===== src/rtl/clk_divider_pkg.sv =====
// Shared types and helpers for the multi-channel clock divider.
// Channel configuration is carried at a fixed wide width and narrowed by each user.
package clk_divider_pkg;

    localparam int DEFAULT_BASE = 200000;
    localparam int CFG_BASE_W   = 32;
    localparam int CFG_FAC_W    = 8;

    typedef struct packed {
        logic [CFG_BASE_W-1:0] base;
        logic [CFG_FAC_W-1:0]  factor;
    } ch_cfg_t;

    // Half-period length; a zero result is clamped to one so a channel never stalls.
    function automatic logic [CFG_BASE_W-1:0] eff_half(input logic [CFG_BASE_W-1:0] base,
                                                       input logic [CFG_FAC_W-1:0]  factor);
        logic [CFG_BASE_W-1:0] shifted;
        shifted = base >> factor;
        return (shifted == '0) ? CFG_BASE_W'(1) : shifted;
    endfunction

endpackage


===== src/rtl/clk_divider_chan.sv =====
// One divider channel: half-period counter, live/shadow configuration,
// start/park sequencing and alignment to a global restart pulse.
module clk_divider_chan #(
    parameter int CNT_W        = 27,
    parameter int FAC_W        = 3,
    parameter int DEFAULT_BASE = 200000
) (
    input  logic             clk,
    input  logic             reset_n,
    input  logic             en,
    input  logic             sync_restart,
    input  logic             wr,
    input  logic [CNT_W-1:0] wr_base,
    input  logic [FAC_W-1:0] wr_factor,
    output logic             clk_out,
    output logic             tick,
    output logic             active,
    output logic             pending
);
    import clk_divider_pkg::*;

    localparam ch_cfg_t RESET_CFG = '{base:   CFG_BASE_W'(CNT_W'(DEFAULT_BASE)),
                                      factor: '0};

    ch_cfg_t          live_cfg;
    ch_cfg_t          shadow_cfg;
    logic [CNT_W-1:0] count;
    logic [CNT_W-1:0] half;
    logic             boundary;

    assign half     = CNT_W'(eff_half(live_cfg.base, live_cfg.factor));
    assign boundary = (count == half - CNT_W'(1));

    always_ff @(posedge clk or negedge reset_n) begin
        if (!reset_n) begin
            // NOTE: the shadow is reset too, so a pending flag can never publish stale contents.
            live_cfg   <= RESET_CFG;
            shadow_cfg <= RESET_CFG;
            count      <= '0;
            clk_out    <= 1'b0;
            tick       <= 1'b0;
            active     <= 1'b0;
            pending    <= 1'b0;
        end else begin
            // NOTE: tick defaults low each cycle so it is a single-cycle pulse by construction.
            tick <= 1'b0;

            // Writes are only granted while nothing is pending, so they never collide with a publish.
            if (wr) begin
                shadow_cfg <= '{base: CFG_BASE_W'(wr_base), factor: CFG_FAC_W'(wr_factor)};
                pending    <= 1'b1;
            end

            if (!active) begin
                count   <= '0;
                clk_out <= 1'b0;
                if (pending) begin
                    live_cfg <= shadow_cfg;
                    pending  <= 1'b0;
                end
                if (en) active <= 1'b1;
            end else if (!en && !clk_out) begin
                active <= 1'b0;
                count  <= '0;
            end else if (sync_restart) begin
                count   <= '0;
                clk_out <= 1'b0;
                if (pending) begin
                    live_cfg <= shadow_cfg;
                    pending  <= 1'b0;
                end
            end else if (boundary) begin
                count   <= '0;
                clk_out <= !clk_out;
                tick    <= !clk_out;
                // Only reached with clk_out high when en is low: this is the parking fall.
                if (!en) active <= 1'b0;
                if (pending) begin
                    live_cfg <= shadow_cfg;
                    pending  <= 1'b0;
                end
            end else begin
                count <= count + CNT_W'(1);
            end
        end
    end

endmodule


===== src/rtl/clk_divider_multi.sv =====
// Multi-channel programmable divided-clock and tick generator.
// Demuxes the configuration port to the channels and reports per-channel readiness.
module clk_divider_multi #(
    parameter int NCH          = 4,
    parameter int CNT_W        = 27,
    parameter int FAC_W        = 3,
    parameter int DEFAULT_BASE = clk_divider_pkg::DEFAULT_BASE,
    localparam int CH_W        = (NCH > 1) ? $clog2(NCH) : 1
) (
    input  logic             clk,
    input  logic             reset_n,
    input  logic [NCH-1:0]   en,
    input  logic             sync_restart,
    input  logic             cfg_valid,
    output logic             cfg_ready,
    input  logic [CH_W-1:0]  cfg_ch,
    input  logic [CNT_W-1:0] cfg_base,
    input  logic [FAC_W-1:0] cfg_factor,
    output logic [NCH-1:0]   clk_out,
    output logic [NCH-1:0]   tick,
    output logic [NCH-1:0]   active
);
    localparam int NPAD = 2 ** CH_W;

    logic [NCH-1:0]  pending;
    logic [NPAD-1:0] pending_pad;

    // Unused channel indices read as not pending, so writes to them are accepted and dropped.
    assign pending_pad = NPAD'(pending);
    assign cfg_ready   = !pending_pad[cfg_ch];

    for (genvar gi = 0; gi < NCH; gi++) begin : g_chan
        logic wr;
        assign wr = cfg_valid && cfg_ready && (cfg_ch == CH_W'(gi));

        clk_divider_chan #(
            .CNT_W        (CNT_W),
            .FAC_W        (FAC_W),
            .DEFAULT_BASE (DEFAULT_BASE)
        ) u_chan (
            .clk          (clk),
            .reset_n      (reset_n),
            .en           (en[gi]),
            .sync_restart (sync_restart),
            .wr           (wr),
            .wr_base      (cfg_base),
            .wr_factor    (cfg_factor),
            .clk_out      (clk_out[gi]),
            .tick         (tick[gi]),
            .active       (active[gi]),
            .pending      (pending[gi])
        );
    end

endmodule


===== config.mk =====
export PLATFORM = sky130hd
export DESIGN_NAME = clk_divider_multi
export DESIGN_NICKNAME = d
export VERILOG_FILES = /design/src/rtl/clk_divider_pkg.sv /design/src/rtl/clk_divider_chan.sv /design/src/rtl/clk_divider_multi.sv
export SDC_FILE = /design/constraint.sdc
export NUM_CORES = 1
export LEC_CHECK = 0
export CAP_MARGIN = 25
export CORE_AREA = 3 3 211 233
export DETAILED_ROUTE_END_ITERATION = 10
export DIE_AREA = 0 0 214 236
export HOLD_SLACK_MARGIN = 0.05
export PLACE_DENSITY = 0.78
export SLEW_MARGIN = 30
export SYNTH_ARGS = -nofsm -noshare
export SYNTH_HDL_FRONTEND = slang
export SYNTH_SLANG_ARGS = --single-unit
export TNS_END_PERCENT = 1

===== constraint.sdc =====
create_clock -name clk -period 5.1 [get_ports clk]
set_input_delay 1.02 -clock clk [delete_from_list [all_inputs] [get_ports clk]]
set_output_delay 1.02 -clock clk [all_outputs]
set_load 0.1 [all_outputs]

## Word-level counts from Yosys, hierarchy flattened

Index checks and enable logic that the tools add are counted.

| cells by class | value |
|---|---|
| bitwise logic cells | 0 |
| reductions and logical operators | 27 |
| multipliers | 0 |
| mux-type cells | 118 |
| $add $sub $neg | 8 |
| eq/ne operators | 15 |
| $lt $le $gt $ge | 1 |
| divide/modulo/power cells | 0 |
| shift-type cells | 4 |

Operators with widths:

| operator | number |
|---|---|
| 40-bit two-way mux | 20 |
| 27-bit two-way mux | 20 |
| 32-bit zero test | 4 |
| 32-bit by 8-bit right shift with 32-bit output | 4 |
| 27-bit by 1-bit adder with 27-bit output, second input constant | 4 |
| 27-bit == test | 4 |
| 27-bit by 1-bit subtractor with 27-bit output, second input constant | 4 |
| 1-bit two-way mux | 77 |
| 3-bit inequality test, second input constant | 4 |
| 1-bit logical AND | 9 |
| 1-bit zero test | 9 |
| 2-bit inequality test, second input constant | 4 |
| 2-bit AND reduction | 4 |
| 2-bit == test, second input constant | 2 |
| 2-bit by 3-bit < comparator with 1-bit output, second input constant | 1 |
| 1-bit binary-select mux with 2-bit select | 1 |
| 2-bit by 1-bit == test with 1-bit output, second input constant | 1 |
| 2-bit zero test | 1 |

| word-level totals | value |
|---|---|
| memory bits (read-only) | 0 |
| bits in writable memories | 0 |
| output and inout port bits | 13 |
| logic and storage cells | 209 |
| memories | 0 |
| bits in latches | 0 |
| register bits after elaboration | 404 |
| bits of input ports | 40 |

## Longest topological paths before layout

Gate-level depths: netlist of run 1.

| depth | value |
|---|---|
| depth after elaboration | 11 |
| mapped depth | 23 |
| mapped depth without buffers | 16 |

## Hierarchy

Synthesis of run 1 repeated with hierarchy kept, for this count alone.

| unflattened totals | value |
|---|---|
| cell total of the unflattened synthesis | 2831 |
| area, all modules | 27531.4 µm² |

Modules (own cells, without submodules):

| module | cells each | instances | sequential area each (µm²) | area each (µm²) |
|---|---|---|---|---|
| clk_divider_chan (g_chan[0].u_chan ...) | 712 | 2 | 2292.2 | 6889.1 |
| clk_divider_chan (g_chan[3].u_chan) | 801 | 1 | 2292.2 | 7282.0 |
| clk_divider_chan (g_chan[2].u_chan) | 599 | 1 | 2292.2 | 6407.4 |
| clk_divider_multi | 7 | 1 | 0.0 | 63.8 |

## Worst setup path before layout of run 1

OpenSTA, ideal clock, no wires.

| timing path | value |
|---|---|
| kind | reg-to-reg |
| from | register g_chan[3].u_chan.live_cfg[0] (netlist bit) |
| to | register g_chan[3].u_chan.live_cfg[0] (netlist bit) |
| setup time | 0.128 ns |
| stages on the path, launching flop included | 19 |
| buffers on the path | 5 |
| path slack | -0.032 ns |
| required time | 4.972 ns |
| arrival time | 5.004 ns |
| period minus slack after synthesis | 5.132 ns |
| cells stage by stage | dfrtp_1 buf_1 buf_1 mux4_2 and2_0 and3_1 buf_2 a21oi_1 ha_1 clkbuf_1 nand4_1 or4_1 o31ai_1 nand2_1 nand4b_1 nor4_1 o211ai_1 buf_2 mux2_1 |

| on the way | value |
|---|---|
| cells in the longest elaborated chain, start to end | 7 |
| elaborated cells between the ends (all ways) | 12 |
| classes of those cells | 1 x add/sub; 2 x eq/ne; 1 x shift; 6 x mux; 2 x reduce/logical |

Ends and longest elaborated chain:

| item | RTL line | RTL |
|---|---|---|
| from (decl) | clk_divider_chan.sv:25 | `ch_cfg_t live_cfg;` |
| from (signal assigned) | clk_divider_chan.sv:58 | `live_cfg <= shadow_cfg;` |
| from (signal assigned) | clk_divider_chan.sv:69 | `live_cfg <= shadow_cfg;` |
| from (signal assigned) | clk_divider_chan.sv:79 | `live_cfg <= shadow_cfg;` |
| 32-bit by 8-bit right shift with 32-bit output | clk_divider_pkg.sv:18 | `shifted = base >> factor;` |
| 32-bit zero test | clk_divider_pkg.sv:19 | `return (shifted == '0) ? CFG_BASE_W'(1) : shifted;` |
| 27-bit two-way mux | clk_divider_pkg.sv:19 |  |
| 27-bit by 1-bit subtractor with 27-bit output | clk_divider_chan.sv:32 | `assign boundary = (count == half - CNT_W'(1));` |
| 27-bit == test | clk_divider_chan.sv:32 |  |
| 3-bit inequality test (no source line) | -- |  |
| 2-bit AND reduction (no source line) | -- |  |

Several ways; a longest one is shown, not always the timed one. The select of a mux whose other input is x is not followed.
A chain may end at the register's enable or synchronous reset.

## Final worst setup path of run 1

| timing path | value |
|---|---|
| from | register g_chan[1].u_chan.live_cfg[0] (netlist bit) |
| to | register g_chan[1].u_chan.live_cfg[30] (netlist bit) |

| on the way | value |
|---|---|
| cells in the longest elaborated chain, start to end | 7 |

Ends and longest elaborated chain:

| item | RTL line |
|---|---|
| from (decl) | clk_divider_chan.sv:25 |
| from (signal assigned) | clk_divider_chan.sv:58 |
| from (signal assigned) | clk_divider_chan.sv:69 |
| from (signal assigned) | clk_divider_chan.sv:79 |
| 32-bit by 8-bit right shift with 32-bit output (*) | clk_divider_pkg.sv:18 |
| 32-bit zero test | clk_divider_pkg.sv:19 |
| 27-bit two-way mux (*) | clk_divider_pkg.sv:19 |
| 27-bit by 1-bit subtractor with 27-bit output (*) | clk_divider_chan.sv:32 |
| 27-bit == test (*) | clk_divider_chan.sv:32 |
| 3-bit inequality test (no source line) (*) | -- |
| 2-bit AND reduction (no source line) (*) | -- |

Every way passes the cells marked *; elsewhere a longest branch is shown, timed or not.

==> results of run 1 <==
## timing repair
action                     in CTS  in global routing
setup endpoints to repair      31                209
pin swaps                       1                 21
setup buffers                   1                 15
cloned                          0                  2
resized for setup               6                 43
## stage by stage
stage	power (mW)	instance area (µm²)	instances	setup TNS, ns
floorplan	14.3	27200	2694	0
global placement	17.8	29000	3334	-2.49
detailed placement	18.1	29000	3334	-3.97
CTS	21.4	30400	3406	0
global route	23.4	30800	3423	-0.211
finish	22.0	30800	3424	0
## area by class of cell
type	instances	share of cell area
multi-input cells	2077	0.554
flip-flops and latches	364	0.298
repair buffers	234	0.0704
clock buffers	52	0.0366
well taps	637	0.0259
clock inverters	19	0.00942
inverters	40	0.00487
diodes	1	0.0000812
## report_power, final
part / switching [mW] / internal, mW / leakage [nW] / total, mW
sequential: 1.30 / 3.68 / 4.50 / 4.99
clock: 1.23 / 1.91 / 0.682 / 3.14
combinational: 7.30 / 6.54 / 7.09 / 13.8
## layout by cell type (no fill, tap or decap), drive strengths merged, types with 14 or more instances in the layout
| cell | instances |
|---|---|
| a2111oi | 26 |
| a211oi | 32 |
| a21oi | 73 |
| a31oi | 20 |
| and2 | 24 |
| and3 | 40 |
| buf | 182 |
| clkbuf | 54 |
| clkdlybuf4s50 | 50 |
| dfrtp | 316 |
| dfstp | 48 |
| inv | 36 |
| mux2 | 288 |
| mux2i | 170 |
| mux4 | 94 |
| nand2 | 144 |
| nand2b | 37 |
| nand3 | 89 |
| nand4 | 35 |
| nor2 | 233 |
| nor2b | 58 |
| nor3 | 69 |
| nor3b | 16 |
| nor4 | 20 |
| o211ai | 18 |
| o21ai | 51 |
| o22ai | 18 |
| o31ai | 17 |
| or2 | 14 |
| or3 | 17 |
| xnor2 | 118 |
| xor2 | 117 |
## flip-flops by register name, indices dropped and copies added, names as in the netlist
name                      flops
g_chan.u_chan.shadow_cfg    120
g_chan.u_chan.live_cfg      120
g_chan.u_chan.count         108
g_chan.u_chan.active          4
g_chan.u_chan.pending         4
g_chan.u_chan.clk_out         4
g_chan.u_chan.tick            4
## kinds of logic (layout without fill, tap and decap cells)
family                     Yosys count  in the layout  synth area share
adders and majority gates            8              8           0.00369
muxes                              552            552             0.265
and+or+nand+nor                    864            864             0.164
other                                0              1                 0
AOI/OAI and AO/OA                  418            418             0.111
DFF                                364            364             0.338
xor gates and xnor gates           235            235            0.0758
buffers and inverters              253            345            0.0426
## worst min-delay path by stage
stage / startpoint / to / slack, ns / cells past startpoint
finish: reset_n / g_chan[3].u_chan.count[20] / 0.43 / 1
global route: reset_n / g_chan[3].u_chan.count[15] / 0.47 / 1
CTS: reset_n / g_chan[3].u_chan.count[21] / 0.44 / 1
detailed placement: g_chan[3].u_chan.shadow_cfg[12] / g_chan[3].u_chan.live_cfg[12] / 0.47 / 1
global placement: g_chan[3].u_chan.shadow_cfg[12] / g_chan[3].u_chan.live_cfg[12] / 0.46 / 1
floorplan: g_chan[3].u_chan.shadow_cfg[0] / g_chan[3].u_chan.live_cfg[0] / 0.45 / 1
## per-layer routing
metal	routed length (µm)	GRT usage	vias to the layer above
met5	0	0	-
met4	3280	0.117	0
met3	4380	0.0386	209
met2	36600	0.484	902
met1	32000	0.398	11184
li1	-	-	10079
==> metrics.txt, run 1 <==
outcome completed; Tightest Pin Transition 0.983 ns; area of the multi-input gates about 17000 µm²; CTS Buf Count 39; setup slack after layout around 0.11 ns; WP data arrival ~5.4 ns; CP Class flip-flop to flip-flop; initial antenna violation count 2; register area about 9200 µm²; post-synthesis cell count between 2000 and 3000; Core ar. 46800 µm²; slowest cell delay on critical path roughly 0.5 ns; Placement Setup Slack -0.186 ns; r2r worst-path depth 18; RR Startpoint g_chan[1].u_chan.live_cfg[0]; global placement routability congestion roughly 0.98; post-synth net total about 2700; top-count cell post-synth dfrtp_1; Buf/Inv on CP 2; Final Cycle Share 0.978; most frequent CP cell nor4b_4; Initial Util 0.580; required time worst endpoint roughly 5.6 ns; Routed WL 76.3 mm; synth warn 0; CTS tree built; clk slew on worst S/H paths around 0.060 ns; clock latency on the worst-skew pair 0.58 ns; clock tree buffer depth 3; GR Overflow Total 0; Leak Pwr between 10 and 15 nW; Synth top cells by count 316 x dfrtp_1, 250 x mux2_2, 233 x nor2_1; Min-Delay Path Class input port to async pin; Hold-fix buffers, CTS 0; Max Transition Viols Final 0; register area share after synthesis 0.338; Worst Setup SP g_chan[1].u_chan.live_cfg[0]; Synth Flop Type dfrtp_1; Mapped Area ~27000 µm²; Critical Path Fanout Max 15; unrepaired setup endpoints after global routing true; leading area contributor after synthesis dfrtp_1; Synth cell types around 90; post-route ant nets 0; crit path cell chain buf_4 > mux2i_1 > a32o_1 > a221o_1 > nand4_1 > nor4b_4 > a31oi_2 > ha_2 > o211a_1 > nand2_1 > or4_1 > o31a_1 > nor4_1 > o211ai_1 > nor4b_4 > a22oi_2 > buf_12 > mux2_4; Setup violations, final 0; Die ar. 50500 µm²; asr flop ratio synth 1.00; reg2reg setup slack about 0.11 ns; via count around 22000; H-tree levels 2; CP max-delay cell or4_1; peak supply drop around 370 µV; Critical Path End g_chan[1].u_chan.live_cfg[30]; Final #Nets between 2000 and 3000; first-pass GRT wire length roughly 120 mm; CP endpoint kind flip-flop; vias in the first global route 21792; violation count after the first detailed-route iteration ~2100; Sink Count about 360; fraction of layout cells with a size suffix above 1 0.271; critical path launch point type flip-flop; top cell type's share of synthesized area 0.291; skew final just over 0.02 ns; DRC viols 0; Post-Route Utilization 0.658; final hold violation count 0; pwr/cell area approximately 710 nW/µm²; Die Wd roughly 210 µm; Global Route Usage Sum 0.295; CP Depth 18; Worst R2R End g_chan[1].u_chan.live_cfg[30]; fin crit period around 5 ns; Area Growth Syn to Fin 13.4%; clock root buffer clkbuf_16; die height 236 µm; Synth area leaders dfrtp_1 29%, mux2_2 10%, mux4_2 7.8%; DR WL/cell approximately 22 µm; Vias/cell about 6.5; Synth Register Bits 364; Avg Cell Area, Syn 10.1 µm²; Post-synth EDFFs 0; hold slack ~0.43 ns; Pre-antenna DRT Iters 6; port bufs 52; total of max-cap violations 0; CP top delay family compound AO/OA/AOI/OAI gates; Slew HR 0.342; FMAX around 200 MHz; Rows 83; HPWL Detailed 55.0 mm; largest net degree at the start of global routing ~110; Fillers 3620; I/O pin cnt 53
No activity file was read; power rests on OpenSTA's default activity.
==> run 2, diff against run 1 <==
CORE_AREA = 3 3 207 229   (was 3 3 211 233)
DIE_AREA = 0 0 210 232   (was 0 0 214 236)
PLACE_DENSITY = 0.79   (was 0.78)
SYNTH_HIERARCHICAL = 1   (was unset)
clock period = 5.9 ns   (was 5.1 ns; I/O delays follow)
==> run 2 against run 1 <==
Net effect:
- cell count increased by 0.50%
- critical path depth increased by 1
- flip-flop and latch count unchanged
- design area decreased by 2.3%
- sequential power decreased by 8.0%
- clock-buffer cell count unchanged
- clock power decreased by 17%
- register-to-register slack improved by 0.16 ns
==> metrics.txt, run 2 <==
outcome completed; combinational power share 0.614 (-0.016); Mapped Area 27500 µm² (+1.4%); Placement Setup Slack 0.205 ns (+0.391 ns); setup bufs post-CTS 0 (-1); Synth cell types 106 (+15%); Routed WL 79.2 mm (+3.9%); CTS Buf Count 40 (+2.6%); CP max-delay cell or4_4; post-synth net total 2879 (+5.0%); skew final 0.0193 ns (-0.000881 ns); global placement routability congestion 0.972 (-0.72%); violation count after the first detailed-route iteration 2579 (+20%); first-pass GRT wire length 125 mm (+3.3%); top-count cell post-synth dfrtp_1; Leak Pwr 12.1 nW (-1.5%); CP Class flip-flop to flip-flop; GR Overflow Total 0 (unchanged); Vias/cell 6.72 (+2.8%); Die Wd 210 µm (-1.9%); clock latency on the worst-skew pair 0.57 ns (about the same); multiplexer share of the synthesized area 0.213 (-0.0517); post-synthesis simple-gate area fraction 0.189 (+0.0249); fin crit period 5.63 ns (+0.638 ns); Post-synth EDFFs 0 (unchanged); clock network power share 0.140 (-0.003); compound-gate portion of the synthesized area 0.140 (+0.0289); Max Transition Viols Final 0 (unchanged); synth warn 6 (+6); Core ar. 45500 µm² (-3.0%); Critical Path Fanout Max 41 (+26); CTS tree built; Final Cycle Share 0.954 (-0.0245); commonest non-fill, non-tap cell in the layout dfrtp_1; Fillers 3519 (-2.8%); HPWL Detailed 56.9 mm (+3.5%); post-route ant nets 0 (unchanged); final hold violation count 0 (unchanged); pwr/cell area 622 nW/µm² (-13%); top flop regs g_chan.u_chan/live_cfg: 120 flops, g_chan.u_chan/shadow_cfg: 120 flops, g_chan.u_chan/count: 108 flops; clock tree buffer depth 3 (unchanged); Slew HR 0.345 (+0.00242); WP data arrival 6.07 ns (+0.63 ns); Initial Util 0.606 (+0.0258); die height 232 µm (-1.7%); Final #Nets 2871 (+2.4%); FMAX 178 MHz (-11%); launch point of the worst hold path g_chan[1].u_chan/shadow_cfg[26]; RR Startpoint g_chan[2].u_chan/live_cfg[0]; clk slew on worst S/H paths 0.06 ns (about the same); Inserted Diodes 0 (-1); Synth area leaders dfrtp_1 29%, mux2_2 5.4%, mux4_2 5.2%; H-tree levels 2 (unchanged); switching share of power 0.456 (+0.00872); port bufs 52 (unchanged); Avg Cell Area, Syn 9.72 µm² (-3.5%); total of max-cap violations 0 (unchanged); fraction of layout cells with a size suffix above 1 0.207 (-0.0638); slowest cell delay on critical path 0.58 ns (+0.09 ns); Min-Delay Path Class flip-flop to flip-flop; combinational family with the most area after synthesis multiplexers; adder-cell share of the synthesized area 0.00364 (-0.0000494); CP endpoint kind flip-flop; xor/xnor share of the synthesized area 0.0748 (-0.00102); largest net degree at the start of global routing 132 (+22%); Sink Count 364 (unchanged); Setup violations, final 0 (unchanged); setup slack after layout 0.273 ns (+0.162 ns); I/O pin cnt 53 (unchanged); internal power 10.2 mW (-16%); most frequent cells in the layout 309 x dfrtp_1, 212 x nor2_1, 207 x nand2_1; critical path launch point type flip-flop; DRC viols 0 (unchanged); Rows 82 (-1.2%); DR WL/cell 23.0 µm (+3.4%); peak supply drop 362 µV (-1.3%); top cell type's share of synthesized area 0.287 (-0.00390); via count 23115 (+3.3%); Synth Register Bits 364 (unchanged); crit path cell chain buf_6 > mux2_1 > nor3_1 > nor3_1 > or4_4 > nor4_4 > nor2_1 > ha_1 > xnor2_1 > a21oi_1 > o21ai_0 > nand4bb_1 > a2111o_1 > nor2_1 > nand4b_1 > or4_1 > a221o_2 > buf_12 > mux2_1; Tightest Pin Transition 0.980 ns (-0.00362 ns); Die ar. 48700 µm² (-3.5%); post-synthesis cell count 2831 (+5.1%); Area Growth Syn to Fin 9.25%; Synth Flop Type dfrtp_1; leading area contributor after synthesis dfrtp_1; Pre-antenna DRT Iters 6 (unchanged); Switch Pwr 8.53 mW (-13%); Worst Setup SP g_chan[2].u_chan/live_cfg[0]; Global Route Usage Sum 0.319 (+0.0249); unrepaired setup endpoints after global routing true; vias in the first global route 22533 (+3.4%); asr flop ratio synth 1.00 (unchanged); Seq pwr share 0.246 (+0.019); required time worst endpoint 6.34 ns (+0.79 ns); register area share after synthesis 0.333 (-0.00453); Synth top cells by count 316 x dfrtp_1, 213 x nor2_1, 208 x nand2_1; total power 18.7 mW (-15%); clock root buffer clkbuf_16; initial antenna violation count 3 (+1)
## run 2: changes by cell type after synthesis, moves of 28 or more
| cell | before | now |
|---|---|---|
| mux2_2 | 250 | 132 |
| nand2_1 | 144 | 208 |
| mux2_4 | 30 | 90 |
| a22oi_1 | 12 | 47 |
| o311ai_0 | 0 | 32 |
| mux2i_1 | 169 | 138 |
| inv_1 | 33 | 63 |
| mux4_2 | 94 | 64 |
| nor3_1 | 69 | 97 |
## run 2: timing repair
action                                  CTS  global route
hold buffers                              0             0
resized for setup                         0            10
endpoints found under the setup margin    0           119
## run 2: final cells by class
class	instances	area (µm²)	area share
Clock buffer	52	1140	0.0378
Clock inverter	20	229	0.00761
Inverter	67	251	0.00836
Multi-Input combinational cell	2197	17200	0.571
Sequential cell	364	9180	0.305
Tap cell	588	736	0.0245
Timing Repair Buffer	153	1370	0.0456
## run 2: path summary, 6_finish.rpt
check,to,slack [ns],cells after the start
max reg2reg,g_chan[2].u_chan/live_cfg[2],0.27,19
min,g_chan[1].u_chan/live_cfg[26],0.50,1
max,g_chan[2].u_chan/live_cfg[2],0.27,19
min in group asynchronous,g_chan[2].u_chan/count[0],0.66,1
max in group asynchronous,g_chan[1].u_chan/live_cfg[33],3.95,2
min reg2reg,g_chan[1].u_chan/live_cfg[26],0.50,1
## run 2: cell families after synthesis
kind of cell,after synthesis
flip-flops,364
multiplexers,438
AO/OA/AOI/OAI,523
XOR/XNOR,235
buffers and inverters,270
adder cells (fa/ha/maj),8
AND/OR/NAND/NOR,993
## run 2: power groups by stage
stage	sequential [mW]	combinational [mW]	clock (mW)
after floorplan	3.82	9.10	0
final	4.59	11.5	2.62
after global routing	4.73	12.4	2.76
after CTS	4.55	11.3	2.67
after global placement	4.51	11.1	0
after detailed placement	4.58	11.2	0
## run 2: layer usage
| metal | share of wire | GRT usage | vias to the layer above |
|---|---|---|---|
| li1 | - | - | 10505 |
| met1 | 0.43 | 0.449 | 11549 |
| met2 | 0.47 | 0.512 | 904 |
| met3 | 0.071 | 0.0489 | 157 |
| met4 | 0.030 | 0.101 | 0 |
| met5 | 0 | 0 | - |
## run 2: through the flow
| step | TNS [ns] | cells | utilization | hold slack [ns] | area [µm²] |
|---|---|---|---|---|---|
| after global routing | -0.750 | 3441 | 0.662 | 0.513 | 30100 |
| after CTS | 0 | 3441 | 0.661 | 0.495 | 30000 |
| after detailed placement | 0 | 3369 | 0.631 | 0.486 | 28700 |
| after global placement | 0 | 3369 | 0.631 | 0.480 | 28700 |
| final | 0 | 3441 | 0.662 | 0.497 | 30100 |
| after floorplan | 0 | 2831 | - | 0.454 | 27500 |
## run 2: critical path, delay by kind of cell (launching register included)
kind | cells | cell delay, ns
muxes | 2 | 0.71
and+or+nand+nor | 9 | 2.25
xor gates and xnor gates | 1 | 0.13
adders and majority gates | 1 | 0.31
buffers and inverters | 2 | 0.53
DFF | 1 | 0.50
AOI/OAI and AO/OA | 4 | 1.05
==> run 3, diff against run 2 <==
PLACE_DENSITY = 0.75   (was 0.79)
==> run 3 against run 2 <==
Net effect:
- highest routed layer is now met5
- clock power is 3% higher
- sequential power fell by 1%
- die area unchanged
- largest power group unchanged
- first-iteration DRC count down 3.4%
- register-to-register slack is essentially flat
- maximum frequency is essentially flat
- critical endpoint is now g_chan[3].u_chan/active
- critical path depth is 2 lower
==> metrics.txt, run 3 (same netlist as run 2, synthesis figures left out) <==
CTS Buf Count 41 (+2.5%); required time worst endpoint 6.36 ns (+0.02 ns); clock network power share 0.144 (+0.004); Die ar. 48700 µm² (unchanged); CP Class flip-flop to flip-flop; Hold EP g_chan[0].u_chan/live_cfg[33]; global placement routability congestion 0.967 (-0.52%); Core ar. 45500 µm² (unchanged); via count 22949 (-0.72%); die height 232 µm (unchanged); Global Route Usage Sum 0.313 (-0.00648); Initial Util 0.606 (unchanged); violation count after the first detailed-route iteration 2491 (-3.4%); register area 9180 µm² (about the same); CTS tree built; setup_tns 0 ns (unchanged); fin crit period 5.62 ns (-0.00357 ns); I/O pin cnt 53 (unchanged); met1 Track Usage GR 0.450 (+0.000647); Final #Nets 2865 (-0.21%); total of max-cap violations 0 (unchanged); CP endpoint kind flip-flop; Die Wd 210 µm (unchanged); port bufs 52 (unchanged); Leak Pwr 12.1 nW (about the same); launch point of the worst hold path g_chan[0].u_chan/shadow_cfg[33]; HPWL Detailed 55.3 mm (-2.8%); largest net degree at the start of global routing 110 (-17%); Area Growth Syn to Fin 9.33% (about the same); Routed WL 77.3 mm (-2.4%); combinational power share 0.613 (about the same); total power 18.7 mW (about the same); initial antenna violation count 4 (+1); GRT met3 Usage 0.0473 (-0.00162); clk slew on worst S/H paths 0.07 ns (about the same); RR Startpoint g_chan[3].u_chan/live_cfg[0]; Hold-fix buffers, CTS 0 (unchanged); switching share of power 0.454 (-0.00204); clock root buffer clkbuf_16; hold slack 0.488 ns (-0.00918 ns); Final Cycle Share 0.953 (about the same); Slew HR 0.350 (+0.00469); hold path depth 1 (unchanged); H-tree levels 2 (unchanged); Pre-antenna DRT Iters 6 (unchanged); WP data arrival 6.08 ns (about the same); Fillers 3628 (+3.1%); FMAX 178 MHz (about the same); DRC viols 0 (unchanged); global route hottest layer met2; r2r worst-path depth 17 (-2); Setup violations, final 0 (unchanged); DR WL/cell 22.5 µm (-2.3%); clock latency on the worst-skew pair 0.57 ns (about the same); final hold violation count 0 (unchanged); Critical Path Fanout Max 36 (-12%); Inserted Diodes 0 (unchanged); most frequent cells in the layout 311 x dfrtp_1, 212 x nor2_1, 207 x nand2_1; unrepaired setup endpoints after global routing false; critical path launch point type flip-flop; M2 GR Usage 0.494 (-0.0187); Vias/cell 6.68 (-0.60%); skew final 0.0198 ns (+0.000530 ns); Tightest Pin Transition 0.973 ns (-0.00702 ns); Worst R2R End g_chan[3].u_chan/active; Min-Delay Path Class flip-flop to flip-flop; outcome completed; Rows 82 (unchanged); reg2reg setup slack 0.28 ns (about the same); post-route ant nets 0 (unchanged); # placed instances 3358 (-0.33%); Switch Pwr 8.49 mW (-0.50%); peak supply drop 330 µV (-8.8%); pwr/cell area 621 nW/µm² (-0.12%); Final Instance Count excl. Fillers 3437 (-0.12%); clock tree buffer depth 3 (unchanged); vias in the first global route 21969 (-2.5%); commonest non-fill, non-tap cell in the layout dfrtp_1; internal power 10.2 mW (+0.33%); GR Overflow Total 0 (unchanged); area of the multi-input gates 17200 µm² (about the same); top flop regs g_chan.u_chan/live_cfg: 120 flops, g_chan.u_chan/shadow_cfg: 120 flops, g_chan.u_chan/count: 108 flops; Max Transition Viols Final 0 (unchanged); fraction of layout cells with a size suffix above 1 0.204 (-0.00322); first-pass GRT wire length 123 mm (-1.7%); Sink Count 364 (unchanged); Seq pwr share 0.243 (-0.003)
## run 3: how the worst max path moves through the flow
stage                                       from                            to  slack [ns]  cells past startpoint
global route        g_chan[2].u_chan/live_cfg[2]  g_chan[2].u_chan/live_cfg[2]    0.000003                     19
global placement    g_chan[2].u_chan/live_cfg[0]  g_chan[2].u_chan/live_cfg[2]        0.20                     20
CTS                 g_chan[2].u_chan/live_cfg[0]  g_chan[2].u_chan/live_cfg[2]         0.1                     20
floorplan           g_chan[2].u_chan/live_cfg[0]  g_chan[2].u_chan/live_cfg[0]        0.62                     20
detailed placement  g_chan[2].u_chan/live_cfg[0]  g_chan[2].u_chan/live_cfg[2]        0.12                     20
finish              g_chan[3].u_chan/live_cfg[0]       g_chan[3].u_chan/active        0.28                     17
## run 3: cell type report
cell class,instances,share of cell area
clock buffers,54,0.0381
clock inverters,21,0.00865
inverters,67,0.00836
multi-input cells,2197,0.571
flip-flops and latches,364,0.305
well taps,588,0.0244
repair buffers,146,0.0448
## run 3: critical path: stages, from the launching register on
cell and delay [ns]:
dfrtp_4 0.69, mux4_2 0.58, mux2i_1 0.27, o31ai_1 0.20, nand4b_4 0.25, or4_4 0.61
nor2_1 0.18, nor2_1 0.08, ha_1 0.21, o21a_1 0.16, and4b_1 0.28, nor3b_1 0.24
o22ai_1 0.14, nand4bb_1 0.18, or4b_1 0.47, buf_4 0.26, or4_1 0.45, a31o_1 0.23
## run 3: what timing repair did
| action | in CTS | in global routing |
|---|---|---|
| setup buffers | 0 | 4 |
| setup endpoints to repair | 0 | 90 |
| resized for setup | 0 | 6 |
## run 3: layer usage
metal / up-vias / share of wire
met3: 154 / 0.078
met5: - / 0.00012
met4: 2 / 0.029
met2: 928 / 0.46
li1: 10485 / -
met1: 11380 / 0.43
## run 3: power groups by stage
stage               Combinational, mW  Clock (mW)  Sequential, mW
floorplan                        9.10           0            3.82
global placement                 11.0           0            4.49
detailed placement               11.2           0            4.54
CTS                              11.2        2.76            4.51
global route                     12.4        2.84            4.68
finish                           11.5        2.69            4.54
## run 3: metrics by stage
stage	area, µm²	util	setup WS (ns)
final	30100	0.662	0.276
after global routing	30100	0.662	0.00000311
after global placement	28600	0.630	0.198
after CTS	30000	0.661	0.0964
after detailed placement	28600	0.630	0.123
after floorplan	27500	-	0.623
